File: config.mk
export PLATFORM = sky130hd
export DESIGN_NAME = overture_io_queue
export DESIGN_NICKNAME = d
export VERILOG_FILES = /design/src/rtl/overture_io_queue.sv
export SDC_FILE = /design/constraint.sdc
export NUM_CORES = 1
export LEC_CHECK = 0
export ABC_AREA = 1
export CAP_MARGIN = 20
export CORE_MARGIN = 4
export CORE_UTILIZATION = 55
export DETAILED_ROUTE_END_ITERATION = 7
export PLACE_DENSITY_LB_ADDON = 0.05
export SLEW_MARGIN = 20
export SYNTH_ARGS = -nofsm -noshare
export SYNTH_HDL_FRONTEND = slang
export SYNTH_SLANG_ARGS = --single-unit
export TNS_END_PERCENT = 10
File: constraint.sdc
create_clock -name clk -period 4.38 [get_ports clk]
set_clock_uncertainty 0.2 [all_clocks]
set_input_delay 1.314 -clock clk [delete_from_list [all_inputs] [get_ports clk]]
set_output_delay 1.314 -clock clk [all_outputs]
set_load 0.05 [all_outputs]
File: src/rtl/overture_io_queue.sv
// Buffered CPU I/O port: an output FIFO drained over valid/ready and an input FIFO
// presented first-word fall-through. Optional feature macro: OVERTURE_IOQ_BYPASS_EN.
module overture_io_queue #(
    parameter int DEPTH = 8,
    parameter int WIDTH = 8
) (
    input  logic                     clk,
    input  logic                     rst,
    input  logic                     arch_output_enable,
    input  logic [WIDTH-1:0]         arch_output_value,
    input  logic                     arch_input_enable,
    output logic [WIDTH-1:0]         arch_input_value,
    output logic                     out_valid,
    output logic [WIDTH-1:0]         out_data,
    input  logic                     out_ready,
    input  logic                     in_valid,
    input  logic [WIDTH-1:0]         in_data,
    output logic                     in_ready,
    output logic [$clog2(DEPTH):0]   out_count,
    output logic [$clog2(DEPTH):0]   in_count,
    output logic                     overflow,
    output logic                     underflow
);

    localparam int AW = $clog2(DEPTH);
    localparam int CW = AW + 1;
    localparam logic [CW-1:0] FULL_CNT = CW'(DEPTH);
    localparam logic [CW-1:0] ZERO_CNT = {CW{1'b0}};
    localparam logic [CW-1:0] ONE_CNT  = CW'(1'b1);
    localparam logic [AW-1:0] ZERO_PTR = {AW{1'b0}};
    localparam logic [AW-1:0] ONE_PTR  = AW'(1'b1);

    logic [WIDTH-1:0] out_mem_r [DEPTH];
    logic [WIDTH-1:0] in_mem_r  [DEPTH];

    logic [AW-1:0] out_wr_ptr_r;
    logic [AW-1:0] out_rd_ptr_r;
    logic [CW-1:0] out_count_r;
    logic [AW-1:0] in_wr_ptr_r;
    logic [AW-1:0] in_rd_ptr_r;
    logic [CW-1:0] in_count_r;
    logic          overflow_r;
    logic          underflow_r;

    logic out_full_s;
    logic out_empty_s;
    logic out_push_s;
    logic out_pop_s;
    logic overflow_evt_s;
    logic in_full_s;
    logic in_empty_s;
    logic in_ready_s;
    logic in_push_s;
    logic in_pop_s;
    logic underflow_evt_s;
    logic bypass_avail_s;
    logic bypass_s;

    // Output FIFO handshake decode; a push into a full FIFO survives only alongside a pop.
    always_comb begin
        out_full_s     = (out_count_r == FULL_CNT);
        out_empty_s    = (out_count_r == ZERO_CNT);
        out_pop_s      = ~out_empty_s & out_ready;
        out_push_s     = arch_output_enable & (~out_full_s | out_pop_s);
        overflow_evt_s = arch_output_enable & out_full_s & ~out_pop_s;
    end

    // Input FIFO handshake decode, including the optional empty-FIFO bypass.
    always_comb begin
        in_full_s      = (in_count_r == FULL_CNT);
        in_empty_s     = (in_count_r == ZERO_CNT);
        in_ready_s     = ~in_full_s & ~rst;
`ifdef OVERTURE_IOQ_BYPASS_EN
        bypass_avail_s = in_empty_s & in_valid & ~rst;
`else
        bypass_avail_s = 1'b0;
`endif
        bypass_s        = bypass_avail_s & arch_input_enable;
        in_push_s       = in_valid & in_ready_s & ~bypass_s;
        in_pop_s        = arch_input_enable & ~in_empty_s;
        underflow_evt_s = arch_input_enable & in_empty_s & ~bypass_s;
    end

    // Output FIFO storage; contents are deliberately not reset.
    always_ff @(posedge clk) begin
        if (out_push_s && !rst) begin
            out_mem_r[out_wr_ptr_r] <= arch_output_value;
        end else begin
            out_mem_r[out_wr_ptr_r] <= out_mem_r[out_wr_ptr_r];
        end
    end

    // Input FIFO storage; contents are deliberately not reset.
    always_ff @(posedge clk) begin
        if (in_push_s) begin
            in_mem_r[in_wr_ptr_r] <= in_data;
        end else begin
            in_mem_r[in_wr_ptr_r] <= in_mem_r[in_wr_ptr_r];
        end
    end

    // Output FIFO pointers and occupancy.
    always_ff @(posedge clk) begin
        if (rst) begin
            out_wr_ptr_r <= ZERO_PTR;
            out_rd_ptr_r <= ZERO_PTR;
            out_count_r  <= ZERO_CNT;
        end else begin
            if (out_push_s) begin
                out_wr_ptr_r <= out_wr_ptr_r + ONE_PTR;
            end
            if (out_pop_s) begin
                out_rd_ptr_r <= out_rd_ptr_r + ONE_PTR;
            end
            case ({out_push_s, out_pop_s})
                2'b10:   out_count_r <= out_count_r + ONE_CNT;
                2'b01:   out_count_r <= out_count_r - ONE_CNT;
                default: out_count_r <= out_count_r;
            endcase
        end
    end

    // Input FIFO pointers and occupancy.
    always_ff @(posedge clk) begin
        if (rst) begin
            in_wr_ptr_r <= ZERO_PTR;
            in_rd_ptr_r <= ZERO_PTR;
            in_count_r  <= ZERO_CNT;
        end else begin
            if (in_push_s) begin
                in_wr_ptr_r <= in_wr_ptr_r + ONE_PTR;
            end
            if (in_pop_s) begin
                in_rd_ptr_r <= in_rd_ptr_r + ONE_PTR;
            end
            case ({in_push_s, in_pop_s})
                2'b10:   in_count_r <= in_count_r + ONE_CNT;
                2'b01:   in_count_r <= in_count_r - ONE_CNT;
                default: in_count_r <= in_count_r;
            endcase
        end
    end

    // Sticky error flags, cleared only by reset.
    always_ff @(posedge clk) begin
        if (rst) begin
            overflow_r  <= 1'b0;
            underflow_r <= 1'b0;
        end else begin
            overflow_r  <= overflow_r | overflow_evt_s;
            underflow_r <= underflow_r | underflow_evt_s;
        end
    end

    // Port drive; heads depend on FIFO state (and in_data for bypass), never on the CPU strobe.
    always_comb begin
        out_valid = ~out_empty_s;
        out_count = out_count_r;
        in_count  = in_count_r;
        in_ready  = in_ready_s;
        overflow  = overflow_r;
        underflow = underflow_r;
        if (!out_empty_s) begin
            out_data = out_mem_r[out_rd_ptr_r];
        end else begin
            out_data = {WIDTH{1'b0}};
        end
        if (!in_empty_s) begin
            arch_input_value = in_mem_r[in_rd_ptr_r];
        end else if (bypass_avail_s) begin
            arch_input_value = in_data;
        end else begin
            arch_input_value = {WIDTH{1'b0}};
        end
    end

endmodule
# Yosys cells after proc, flatten, opt, wreduce, memory -nomap -nowiden
# Memories as Yosys holds them, arrays and structs flattened. A register that Yosys moved wholly into a read port is not among the register bits.
# Index checks and enable logic that the tools add are counted.
[word_totals]
register_bits = 22
mem_bits_rw = 128
in_bits = 22
out_inout_bits = 28
wordCells = 69
memories = 2
[mem_list]
columns = ["memory", "depth", "word_bits", "rd", "rd_ports_with_merged_regs", "write_ports", "line", "source"]
rows = [
  ["in_mem_r", 8, 8, 1, 1, 1, "34", "logic [WIDTH-1:0] in_mem_r [DEPTH];"],
  ["out_mem_r", 8, 8, 1, 1, 1, "33", "logic [WIDTH-1:0] out_mem_r [DEPTH];"],
]
[classes]
addsub = 8
n_eq_ne = 8
n_mux = 16
bitwise = 19
n_reduce_logical = 8
[ops]
columns = ["op", "count"]
rows = [
  ["2-to-1 mux 8 bit", 4],
  ["one-hot mux 4 bit (2 select lines)", 2],
  ["adder 3 x 1 -> 3 bit (second input constant)", 4],
  ["2-to-1 mux 3 bit", 4],
  ["adder 4 x 1 -> 4 bit (second input constant)", 2],
  ["AND 1 bit", 8],
  ["equality test 4 bit (second input constant)", 2],
  ["zero test 4 bit", 2],
  ["subtractor 4 x 1 -> 4 bit (second input constant)", 2],
  ["2-to-1 mux 1 bit", 6],
  ["inverter 1 bit", 6],
  ["bitwise OR 1 bit", 5],
  ["equality test 2 x 1 -> 1 bit (second input constant)", 2],
  ["equality test 2 bit (second input constant)", 2],
  ["AND reduction 2 bit", 2],
  ["nonzero test 2 bit", 2],
  ["inequality test 0 bit", 2],
  ["logical AND 1 bit", 1],
  ["zero test 1 bit", 1],
]

# Logic depth before layout (Yosys ltp)
# Gate-level depths: netlist of run 1.
[logic_depth]
ltp_word = 9
mapped_depth = 14

# Least setup slack after synthesis of run 1
# No wires, ideal clock.
[synth_path]
kind = "input to output"
startpoint = "input port rst"
endpoint = "output port in_ready"
arrival_time_ns = 2.356
t_required_ns = 2.866
slack_ns = 0.510
cell_stages = 2
cell_sequence = "clkbuf_1 -> a31oi_1"
[synth_between]
elab_chain_cells = 2
[synth_lines]
columns = ["element", "line", "source"]
rows = [
  ["start: declaration", "8", "input logic rst,"],
  ["inverter 1 bit", "72", "in_ready_s = ~in_full_s & ~rst;"],
  ["AND 1 bit", "72", ""],
  ["end: declaration", "18", "output logic in_ready,"],
]
# Every way passes these cells.

==> run metrics, run 1 <==
wirelength, routed 13300 µm; hold_sp underflow$_SDFF_PP0_; final core utilization 67.9%; WP data arrival 2.64 ns; total CTS buffers 17; CTS Sinks 156; total gr overflow 0; cell area power density 620 nW/µm²; vias in the first global route 4409; GR Layer Usage met1 25.8%; mux cell area share after synthesis 0%; die width 116 µm; Distinct cells, synth 27; Synth Area in Simple Gates 15.3%; grt peak-use layer met2; GPL Wtd Cong 0.799; standard cell core area 11400 µm²; main flop type after synthesis edfxtp_1; Final Cycle Share 94.9%; reg-to-reg critical path endpoint in_count[2]$_SDFFE_PP0P_; fin nets 688; Clk Latency, worst-skew pair 0.41 ns; R2R depth 11; largest net degree at the start of global routing 33; total negative slack 0 ns; dpl hpwl 8570 µm; postcts setup bufs 0; Synth Instances 590; Synth top area share 59.7%; Port Buf Inserts 49; ys async rst share 0%; post-DR vias/cell 5.51; worst slew pin tran 0.521 ns; outcome finished clean; critical path startpoint category flip-flop; # DRC 0; Total GRT Usage 21.1%; Mapped Nets 620; Synth warnings 0; Rows 39; count of routing violations after the opening detailed-route iteration 350; Avg WL per Cell 16.4 µm; Synth area leader edfxtp_1; Starting Density 56.4%; Final Setup Violations 0; Synth Area in Compound Gates 10.7%; H-tree Lvls 4; die area 13500 µm²; CTS tree built; Min-Delay Path Depth 2; adder and majority gate portion of the synthesized area 1.55%; sequential fraction of the synthesis area 68.4%; min Tclk post-route 4.16 ns; Worst Hold Class flip-flop to flip-flop; Inserted Diodes 0; Lkg Pwr 2.82 nW; DR pass1 iterations 5; peak supply drop 0.000492 V; max-cap violations 0; Post-synth EDFFs 128; largest family of logic cells by synthesized area simple AND/OR/NAND/NOR gates; Reg2Reg Setup Slack 1.87 ns; Synth Cell Area 6440 µm²; Max Root-Sink Buffers 2; met3 Track Usage GR 4.66%; Routed Antenna Nets 0; CP max FO 14; Crit Path Category flip-flop to output port; layout cells sized above 1 9.99%; largest cells by area after synthesis edfxtp_1, nor2_1, dfxtp_1, o21ai_0, nand2_1; total number of vias 4485; Slew HR 65.2%; Worst Path Required 2.87 ns; Min-Delay Endpoint underflow$_SDFF_PP0_; Clk pin slew, worst setup/hold paths 0.06 ns; met2 usage 36.9%; worst r2r src in_count[0]$_SDFFE_PP0P_; commonest cells in the netlist nor2_1, edfxtp_1, o21ai_0; count leader, synth nor2_1; Yosys reg bits 156; RSZ-0062 raised after global routing false; Pins Over Slew Limit 0; XOR/XNOR Fraction of Synth Area 0.408%; Critical Path End Type output port; Mean Syn Cell Area 10.9 µm²; Final Hold Viols 0; WHS 0.250 ns; IO Count 50; Fmax 0.241 GHz; Clock Root Buffer clkbuf_16; first-pass GRT wire length 21600 µm; initial antenna violation count 0; Area Overhead vs Synth 20.4%; Die Y 116 µm
timing repair:
action,4_1_cts,5_1_grt
pin swaps,0,0
endpoints found under the hold margin,0,0
gates resized for setup,2,2
hold buffers,0,0
endpoints found under the setup margin,4,1
cells in the final DEF (no fill, tap or decap):
master           instances
dfxtp_1                 26
nand2_4                  1
nand2_1                 43
edfxtp_1               128
bufinv_16                2
o32ai_1                 16
o21ai_0                 86
nor2_4                   2
a31oi_1                  1
clkbuf_16               17
ha_1                     8
a21oi_1                 15
clkinvlp_4               3
inv_1                   33
inv_4                    1
a21boi_1                 1
inv_2                    3
nand2_2                  3
clkinv_2                 3
buf_4                   23
nor3b_1                  1
xor2_1                   2
nor3_1                   1
clkbuf_1                 4
nor2_1                 163
nand4_1                  6
inv_6                    2
buf_12                   1
nor2_2                   2
clkinv_1                 1
nand3_1                 15
xnor2_1                  1
dfxtp_2                  2
nand3_2                  2
o211ai_1                 1
clkdlybuf4s50_1         48
o21ai_1                  4
worst max-delay path, stage by stage (launching register included):
cell and delay (ns):
dfxtp_1 0.54, buf_4 0.27, nor2_1 0.07, o32ai_1 0.26
nor2_1 0.07, nor2_1 0.18, clkdlybuf4s50_1 0.84
metal layers:
layer | up-vias | routed length (µm)
li1 | 2205 | -
met1 | 2151 | 5610
met2 | 114 | 6900
met3 | 15 | 638
met4 | 0 | 167
met5 | - | 0
cells by family after synthesis:
family / count (synthesis)
fa+ha+maj: 8
xor+xnor: 3
buf+inv: 60
compound gates: 124
flops: 156
simple gates: 239
flip-flops by register name, summed over array words and instances, names as in the netlist, named ones only:
signal        flops
in_mem_r         64
out_mem_r        64
in_count          4
out_count         4
in_rd_ptr_r       3
in_wr_ptr_r       3
out_rd_ptr_r      3
out_wr_ptr_r      3
overflow          1
underflow         1
final cells by class:
class                   instances  area [µm²]
well taps                     143         179
fillers                       846        3660
flip-flops and latches        156        4410
repair buffers                 72         673
multi-input cells             374        1800
clock inverters                11         119
inverters                      37         141
clock buffers                  21         440
worst max-delay path by stage:
stage,endpoint,cells past startpoint,startpoint,slack (ns)
2_1_floorplan,in_ready,2,rst,0.51
3_3_place_gp,out_data[7],5,flip-flop,0.49
3_5_place_dp,out_data[0],5,flip-flop,0.43
4_1_cts,arch_input_value[7],6,flip-flop,0.16
5_1_grt,arch_input_value[7],6,flip-flop,0.03
6_report,arch_input_value[7],6,flip-flop,0.22
where the power goes:
group,switching (mW),total [mW],internal (mW)
sequential,0.121,1.81,1.69
clock,0.552,1.39,0.837
combinational,1.08,1.61,0.530
stage by stage:
| step | power [mW] | setup slack (ns) | area [µm²] | cells |
|---|---|---|---|---|
| after floorplan | 2.95 | 0.510 | 6440 | 590 |
| after global placement | 3.42 | 0.494 | 7190 | 782 |
| after detailed placement | 3.45 | 0.434 | 7190 | 782 |
| after CTS | 4.85 | 0.156 | 7750 | 814 |
| after global routing | 5.08 | 0.0252 | 7760 | 814 |
| final | 4.81 | 0.223 | 7760 | 814 |
Note: power is estimated with default switching activity, not from simulation.
==> run 2, diff against run 1 <==
--- a/config.mk
+++ b/config.mk
@@ -7,10 +7,9 @@
 export LEC_CHECK = 0
 export ABC_AREA = 1
 export CAP_MARGIN = 20
-export CORE_MARGIN = 4
 export CORE_UTILIZATION = 55
 export DETAILED_ROUTE_END_ITERATION = 7
-export PLACE_DENSITY_LB_ADDON = 0.05
+export PLACE_DENSITY = 0.76
 export SLEW_MARGIN = 20
 export SYNTH_ARGS = -nofsm -noshare
 export SYNTH_HDL_FRONTEND = slang
==> run 2 against run 1 <==
Against the previous run: sequential share of layout area fell by 0.053 points; non-clock buffer count shrank 1; via count rose by 3.5%; wire length rose by 4.6%; critical path type unchanged.
==> run metrics, run 2 (synthesis results as in run 1) <==
outcome finished clean; WP data arrival 2.80 ns (+0.16 ns); Starting Density 56.4% (unchanged); fin nets 687 (-0.15%); count of routing violations after the opening detailed-route iteration 488 (+39%); DR pass1 iterations 6 (+1); peak supply drop 0.000502 V (+2.1%); CP max FO 32 (+18); Rows 39 (unchanged); Fillers 832 (-1.7%); R2R depth 11 (unchanged); dpl hpwl 8680 µm (+1.3%); GPL Wtd Cong 0.826 (+3.4%); Clk Latency, worst-skew pair 0.42 ns (about the same); Worst Hold Class flip-flop to flip-flop; Critical Path End Type output port; cell area power density 623 nW/µm² (+0.51%); total CTS buffers 17 (unchanged); Routed Antenna Nets 0 (unchanged); Avg WL per Cell 17.1 µm (+4.7%); layout cells sized above 1 10.1% (+0.16 points); min Tclk post-route 4.31 ns (+0.157 ns); Pins Over Slew Limit 0 (unchanged); Finished Layout Cells 813 (-0.12%); IO Count 50 (unchanged); most frequent cells in the layout nor2_1, edfxtp_1, o21ai_0; Crit Path Category flip-flop to output port; WHS 0.254 ns (+0.00398 ns); Inserted Diodes 0 (unchanged); largest net degree at the start of global routing 33 (unchanged); Min-Delay Endpoint underflow$_SDFF_PP0_; die width 110 µm (-5.2%); Total GRT Usage 24.5% (+3.4 points); Area Overhead vs Synth 20.5% (about the same); most common cell after layout, fill and taps aside nor2_1; placed cell count 781 (-0.13%); Die Y 110 µm (-5.2%); Min-Delay Path Depth 2 (unchanged); Final Setup Violations 0 (unchanged); Max Root-Sink Buffers 2 (unchanged); biggest regs in_mem_r (64), out_mem_r (64); CTS Sinks 156 (unchanged); max-cap violations 0 (unchanged); standard cell core area 11400 µm² (unchanged); Clk pin slew, worst setup/hold paths 0.06 ns (about the same); die area 12100 µm² (-10%); total number of vias 4642 (+3.5%); worst r2r src in_count[0]$_SDFFE_PP0P_; Final Cycle Share 98.5% (+3.6 points); total negative slack 0 ns (unchanged); vias in the first global route 4503 (+2.1%); reg-to-reg critical path endpoint in_count[2]$_SDFFE_PP0P_; power consumption 4.84 mW (+0.57%); RSZ-0062 raised after global routing true; Worst Path Required 2.87 ns (about the same); worst slew pin tran 0.562 ns (+0.0408 ns); Lkg Pwr 2.90 nW (+2.6%); first-pass GRT wire length 21800 µm (+1.2%); CTS tree built; Clock Root Buffer clkbuf_16; postcts setup bufs 0 (unchanged); H-tree Lvls 4 (unchanged); Slew HR 62.5% (-2.7 points); # DRC 0 (unchanged); hold_sp underflow$_SDFF_PP0_; critical path startpoint category flip-flop; Final Hold Viols 0 (unchanged); post-DR vias/cell 5.71 (+3.6%); initial antenna violation count 0 (unchanged); Reg2Reg Setup Slack 1.89 ns (+0.02 ns); Port Buf Inserts 49 (unchanged); wirelength, routed 13900 µm (+4.6%); total gr overflow 0 (unchanged); Fmax 0.232 GHz (-3.6%)
[run 2: final cells by class]
class | instances | area [µm²] | share of cell area, %
well taps | 143 | 179 | 2.31
repair buffers | 71 | 678 | 8.74
flip-flops and latches | 156 | 4410 | 56.8
multi-input cells | 374 | 1800 | 23.2
inverters | 37 | 139 | 1.79
clock inverters | 15 | 138 | 1.77
clock buffers | 17 | 425 | 5.48
[run 2: worst max path at each step]
stage / startpoint / endpoint / slack, ns / depth (start not counted)
2_1_floorplan: rst / in_ready / 0.51 / 2
3_3_place_gp: flip-flop / arch_input_value[6] / 0.50 / 5
3_5_place_dp: flip-flop / arch_input_value[7] / 0.46 / 5
4_1_cts: flip-flop / out_data[7] / 0.04 / 6
5_1_grt: flip-flop / out_data[7] / -0.12 / 6
6_report: flip-flop / out_data[7] / 0.07 / 6
[run 2: where the power goes]
group          internal [mW]  total, mW  switching, mW
registers               1.69       1.80          0.112
logic                  0.526       1.64           1.12
clock network          0.791       1.40          0.605
total                   3.00       4.84           1.83
[run 2: critical path: stages (launching register included)]
cell,delay (ns)
dfxtp_1,0.44
inv_2,0.46
nor2_1,0.09
o21ai_0,0.26
o21ai_0,0.15
nor2_1,0.16
clkdlybuf4s50_1,0.83
[run 2: per-stage QoR]
step / util, % / worst slack [ns] / cell area, µm²
floorplan: - / 0.510 / 6440
global placement: 62.9 / 0.502 / 7180
detailed placement: 62.9 / 0.464 / 7180
CTS: 67.9 / 0.0381 / 7750
global route: 68.0 / -0.115 / 7760
finish: 68.0 / 0.0655 / 7760
[run 2: repair_timing]
action	CTS	global route
setup endpoints to repair	3	8
endpoints found under the hold margin	0	0
hold buffers	0	0
gates resized for setup	1	5
[run 2: per-layer routing]
metal	up-vias	routed length (µm)	GRT usage, %
li1	2199	-	-
met1	2248	5680	30.1
met2	172	7150	42.5
met3	23	845	4.59
met4	0	248	10.2
met5	-	0	0
